`src/rtl/level1_pkg.sv`:
```
// Shared defaults for the serial key-lock block.
package level1_pkg;

  localparam int unsigned WIDTH_DEFAULT       = 64;
  localparam logic [63:0] KEY_DEFAULT         = 64'h39C3_ADF0_E798_E1BC;
  localparam int unsigned SYNC_STAGES_DEFAULT = 2;

  // Width of a saturating counter that must be able to hold the value w.
  function automatic int unsigned cnt_bits(input int unsigned w);
    return $clog2(w + 1);
  endfunction

endpackage

```
`src/rtl/level1_sync_edge.sv`:
```
// Multi-flop synchronizer for an asynchronous pin, followed by a
// one-flop rising-edge detector on the synchronized level.
module sync_edge #(
  parameter int unsigned SYNC_STAGES = 2
) (
  input  logic clk,
  input  logic rst_n,
  input  logic din,
  output logic dout,
  output logic rise
);

  logic [SYNC_STAGES-1:0] chain;
  logic                   prev;

  // Shift the raw pin through the synchronizer chain; remember the last synced level.
  always_ff @(posedge clk or negedge rst_n) begin
    if (!rst_n) begin
      chain <= '0;
      prev  <= 1'b0;
    end else begin
      chain <= {chain[SYNC_STAGES-2:0], din};
      prev  <= chain[SYNC_STAGES-1];
    end
  end

  assign dout = chain[SYNC_STAGES-1];
  assign rise = dout & ~prev;

endmodule

```
`src/rtl/level1.sv`:
```
// Serial key-lock: each synchronized rising edge of 'shift' clocks the
// synchronized 'd' bit into a shift register (MSB first). led1 shows a
// live match against KEY once a full key's worth of bits has arrived;
// led2 latches the first match until reset.
module level1
  import level1_pkg::*;
#(
  parameter int unsigned      WIDTH       = WIDTH_DEFAULT,
  parameter logic [WIDTH-1:0] KEY         = KEY_DEFAULT,
  parameter int unsigned      SYNC_STAGES = SYNC_STAGES_DEFAULT
) (
  input  logic clk,
  input  logic rst_n,
  input  logic shift,
  input  logic d,
  output logic led1,
  output logic led2
);

  localparam int unsigned     CW   = cnt_bits(WIDTH);
  localparam logic [CW-1:0]   FULL = CW'(WIDTH);

  logic             shift_pulse;
  logic             shift_lvl_unused;
  logic             d_sync;
  logic             d_rise_unused;
  logic [WIDTH-1:0] sreg;
  logic [CW-1:0]    count;
  logic             led1_next;

  // Strobe path: synchronizer plus edge detect gives one pulse per rise.
  sync_edge #(.SYNC_STAGES(SYNC_STAGES)) u_shift_sync (
    .clk   (clk),
    .rst_n (rst_n),
    .din   (shift),
    .dout  (shift_lvl_unused),
    .rise  (shift_pulse)
  );

  // Data path: same depth as the strobe so d_sync lines up with shift_pulse.
  sync_edge #(.SYNC_STAGES(SYNC_STAGES)) u_d_sync (
    .clk   (clk),
    .rst_n (rst_n),
    .din   (d),
    .dout  (d_sync),
    .rise  (d_rise_unused)
  );

  // Shift register and saturating bit counter advance on each shift pulse.
  always_ff @(posedge clk or negedge rst_n) begin
    if (!rst_n) begin
      sreg  <= '0;
      count <= '0;
    end else if (shift_pulse) begin
      sreg <= {sreg[WIDTH-2:0], d_sync};
      if (count != FULL) begin
        count <= count + 1'b1;
      end
    end
  end

  // Match is only meaningful once the register has been fully filled since reset.
  always_comb begin
    led1_next = (count == FULL) && (sreg == KEY);
  end

  // Registered indicators: led1 follows the match, led2 remembers it.
  always_ff @(posedge clk or negedge rst_n) begin
    if (!rst_n) begin
      led1 <= 1'b0;
      led2 <= 1'b0;
    end else begin
      led1 <= led1_next;
      led2 <= led2 | led1_next;
    end
  end

endmodule

```
`config.mk`:
```
export PLATFORM = sky130hd
export DESIGN_NAME = level1
export DESIGN_NICKNAME = d
export VERILOG_FILES = /design/src/rtl/level1_pkg.sv /design/src/rtl/level1_sync_edge.sv /design/src/rtl/level1.sv
export SDC_FILE = /design/constraint.sdc
export NUM_CORES = 1
export LEC_CHECK = 0
export BUFFER_PORTS_ARGS = -buffer_cell sky130_fd_sc_hd__buf_2
export CORE_ASPECT_RATIO = 0.6
export CORE_MARGIN = 3
export CORE_UTILIZATION = 52
export DETAILED_ROUTE_END_ITERATION = 12
export HOLD_SLACK_MARGIN = 0.1
export PLACE_DENSITY = 0.68
export SYNTH_ARGS = -nofsm -noshare
export SYNTH_HDL_FRONTEND = slang
export SYNTH_SLANG_ARGS = --single-unit
```
`constraint.sdc`:
```
create_clock -name clk -period 2.26 [get_ports clk]
set_clock_uncertainty 0.15 [all_clocks]
set_input_delay 0.565 -clock clk [delete_from_list [all_inputs] [get_ports clk]]
set_output_delay 0.565 -clock clk [all_outputs]
set_load 0.01 [all_outputs]
```
Yosys cells after proc, flatten, opt, wreduce, memory -nomap -nowiden
Cells that the tools add are included.
- add/subtract/negate cells: 1
- multipliers: 0
- div/mod/pow operators: 0
- $lt $le $gt $ge: 0
- equality and inequality tests: 3
- shifts and indexed selects: 0
- muxes and demuxes: 0
- bitwise logic cells: 3
- reduce and logical (&&, ||, !) cells: 2
- operator list (cell ; count):
    equality test 64 x 62 -> 1 bit (second input constant) ; 1
    adder 7 x 1 -> 7 bit (second input constant) ; 1
    equality test 7 bit (second input constant) ; 1
    inequality test 7 bit (second input constant) ; 1
    AND reduction 2 bit ; 1
    bitwise AND 1 bit ; 1
    logical AND 1 bit ; 1
    NOT 1 bit ; 1
    OR 1 bit ; 1
- register bits: 78
- bits in latches: 0
- RAM bits: 0
- bits in read-only memories: 0
- output and inout bits: 2
- word-level logic and storage cells: 16
- memories: 0

Longest topological paths before layout
- depth in word-level cells: 3
- mapped depth: 6
- mapped depth without buffers: 6

Cells and area by module
Synthesis repeated with hierarchy kept, for this count alone.
- cells, all modules: 199
- area total of the unflattened synthesis: 3120.5 um^2
- by module, submodules not included (module ; instances ; cells each ; area an instance (um^2) ; seq. area each (um^2)):
    level1 ; 1 ; 191 ; 2942.8 ; 1826.8
    sync_edge ; 2 ; 4 ; 88.8 ; 75.1

Worst setup path after synthesis
Ideal clock, no wire load.
- path kind: flip-flop to flip-flop
- start: register count[0]
- end: register count[1]
- arrival: 1.402 ns
- slack: 0.583 ns
- stages on the path, launching flop included: 7
- buffers on the path: 0
- clock period less this slack: 1.677 ns
- cells stage by stage: dfrtp_1 > inv_1 > ha_1 > nor4b_1 > nand3b_1 > and2_1 > mux2_2
- word-level cells in the longest chain between the ends: 2
- elaborated cells on any way between the ends: 3
- classes of those cells: 1 x add/sub; 1 x eq/ne; 1 x reduce/logical
- RTL lines (item ; line ; RTL):
    from (decl) ; level1.sv:28 ; logic [CW-1:0] count;
    from (signal assigned) ; level1.sv:57 ; count <= count + 1'b1;
    parallel branches: the longest is 2 deep, another holds adder 7 x 1 -> 7 bit ; - ;
Several ways; the timed one is not identified.
A chain may end at the register's enable or synchronous reset.

Final worst setup path
- start: register sreg[17]
- end: register led2
- word-level cells in the longest chain between the ends: 3
- RTL lines (item ; line ; RTL):
    from (decl) ; level1.sv:27 ; logic [WIDTH-1:0] sreg;
    from (signal assigned) ; level1.sv:55 ; sreg <= {sreg[WIDTH-2:0], d_sync};
    equality test 64 x 62 -> 1 bit ; level1.sv:64 ; led1_next = (count == FULL) && (sreg == KEY);
    logical AND 1 bit ; level1.sv:64 ;
    OR 1 bit ; level1.sv:74 ; led2 <= led2 | led1_next;
    to (signal assigned) ; level1.sv:74 ;
    to (decl) ; level1.sv:17 ; output logic led2
No other way between the ends.

==> metrics <==
status=complete, no violations; # setup viols final=0; crit-path max cell delay=0.47 ns; first-pass GRT wire length=10290 um; final core utilization=61.05%; Synth Register Bits=78; worst slew pin tran=0.5001 ns; Die Ht=65.78 um; final WL=5791 um; syn nets=338; Yosys cell types=26; syn avg cell area=slightly above 9 um2; Period minus WS final=around 1.9 ns; register area share after synthesis=63.03%; synthesized area=3097 um2; RSZ-0062 raised after global routing=no; gr ovfl total=0; filler cell count=between 400 and 500; critical path launch point type=register; kind of critical path=reg2reg; vias post-DR=2183; DP HPWL=roughly 3800 um; Die Wd=between 100 and 150 um; Max clock buf depth=2; worst-path cell chain=nor4b_1 > nand4_1 > or4_4 > o31ai_2; most common cell after layout, fill and taps aside=nand2_1; Yosys warnings=0; crit-path max FO=3; GP Congestion=roughly 0.76; ANT nets after route=0; wire length per cell=13.59 um; final hold viol count=0; slew margin rel.=around two thirds; setup_tns=0 ns; Required @ worst endpoint=approximately 2.4 ns; Root Driver=clkbuf_8; Die Area=between 6000 and 7000 um2; crit path DAT=~2.0 ns; Max-Cap Viols=0; largest net degree at the start of global routing=40; Yosys top cell area share=63.03%; total CTS buffers=9; row count=21; Crit. End Element=register; pwr dens=roughly 860 nW/um2; CTS tree=done; Hold Slack=0.1700 ns; Inserted Diodes=0; Syn-to-layout area delta=11.88%; Slew Viols, Final=0; TritonCTS Sinks=78; Clock Pin Slew Worst Setup and Hold Paths=about 0.070 ns; Initial Util=54.56%; Core ar.=between 5000 and 6000 um2; Ports=6; vias in the first global route=2141; TritonRoute pass-1 iters=4; post-CTS setup buffer count=0; post-cts resize count=0; FMAX=between 500 and 600 MHz; GRT Resource Usage Total=around a fifth; fin nets=approximately 350; initial antenna violation count=0; synthesized netlist cell count=332; Final period util=between 80% and 90%; Via density=between 5 and 6; Hold WC Path Type=in2reg; Yosys top cell by area=dfrtp_1; layout cells sized above 1=under 10%; H-tree Lvls=3; static leakage=1.875 nW; Remaining DRCs=0; most frequent cells in the layout=nand2_1 (194), dfrtp_1 (78), clkbuf_8 (10), buf_4 (6), nand4b_1 (5); port bufs=5; Detailed Route Iter0 Violations=140; top cells by area, synth=dfrtp_1 (63%), nand2_1 (24%), nand4b_1 (1.4%), xnor2_1 (1.1%), clkbuf_1 (1.1%); clock latency on the worst-skew pair=roughly 0.35 ns; Crit-path slowest cell=or4_4; maximum VDD drop=roughly 460 uV
final timing paths:
| kind | from | to | slack, ns | cells past startpoint |
|---|---|---|---|---|
| setup / recovery | sreg[17] | led2 | 0.36 | 4 |
| hold / removal | d | u_d_sync.chain[0] | 0.17 | 1 |
| setup reg to reg | sreg[17] | led2 | 0.36 | 4 |
| hold reg to reg | u_shift_sync.chain[0] | u_shift_sync.chain[1] | 0.20 | 0 |
| max in group asynchronous | rst_n | sreg[7] | 0.84 | 3 |
| min in group asynchronous | rst_n | count[2] | 0.58 | 2 |
worst max-delay path, delay by kind of cell, from the launching register on:
family	cells	cell delay, ns
simple gates	3	1.02
flops	1	0.42
compound gates	1	0.22
cells in the mapped netlist:
master,number
or4_4,1
ha_1,2
nor4b_1,3
nand4b_1,5
xnor2_1,4
and2_1,1
and4b_1,2
and4bb_1,2
nor2_1,3
nand4_1,4
nor4_1,2
nor4bb_1,1
mux2_2,1
or4b_1,2
nand3b_1,1
xor2_1,2
nand2_1,194
nor2b_1,1
nor3_1,1
nand2b_1,1
dfrtp_1,78
o31ai_2,1
buf_1,5
clkbuf_1,9
inv_1,3
nand3_1,3
registers in the layout, indices dropped and copies added (netlist names):
signal and count:
sreg 64, count 7, u_d_sync.chain 2, u_shift_sync.chain 2, led1 1, led2 1
u_shift_sync.prev 1
repair_timing:
action	4_1_cts	5_1_grt
hold buffers	1	0
setup endpoints to repair	0	0
endpoints found under the hold margin	37	0
routing by layer:
| metal | part of all wire [%] | vias up | GRT usage (%) |
|---|---|---|---|
| met5 | 0 | - | 0 |
| met4 | 0.24 | 0 | 7.754 |
| met3 | 5.4 | 2 | 6.146 |
| met2 | 45 | 37 | 28.25 |
| met1 | 50 | 1078 | 27.57 |
| li1 | - | 1066 | - |
where the power goes:
| group | internal, W | switching, W | total [W] |
|---|---|---|---|
| combinational | 0.000103 | 0.000139 | 0.000241 |
| sequential | 0.00151 | 0.000101 | 0.00161 |
| clock | 0.000649 | 0.000479 | 0.00113 |
| total | 0.00226 | 0.000718 | 0.00298 |
logic make-up after synthesis:
| family | after synthesis | share of synthesized area, % |
|---|---|---|
| XOR/XNOR | 6 | 1.697 |
| flip-flops | 78 | 63.03 |
| multiplexers | 1 | 0.3636 |
| buffers and inverters | 17 | 2.061 |
| adder cells (fa/ha/maj) | 2 | 0.8080 |
| AO/OA/AOI/OAI | 1 | 0.4040 |
| AND/OR/NAND/NOR | 227 | 31.64 |
per-stage QoR:
stage	setup WS (ns)	total power [W]	instances	area, um2
after detailed placement	0.3689	0.001874	409	3239
final	0.3649	0.002975	426	3465
after CTS	0.3554	0.003022	426	3465
after floorplan	0.5831	0.001769	332	3097
after global routing	0.2222	0.003138	426	3465
after global placement	0.3623	0.001859	409	3239
layout make-up:
class / count / area [um2] / area share, %
Tap cell: 80 / 100.1 / 2.889
Multi-Input combinational cell: 237 / 1091 / 31.49
Inverter: 3 / 11.26 / 0.3250
Clock buffer: 12 / 145.1 / 4.189
Sequential cell: 78 / 1952 / 56.34
Clock inverter: 4 / 70.07 / 2.022
Timing Repair Buffer: 12 / 95.09 / 2.745
(Power assumes the default switching activity.)
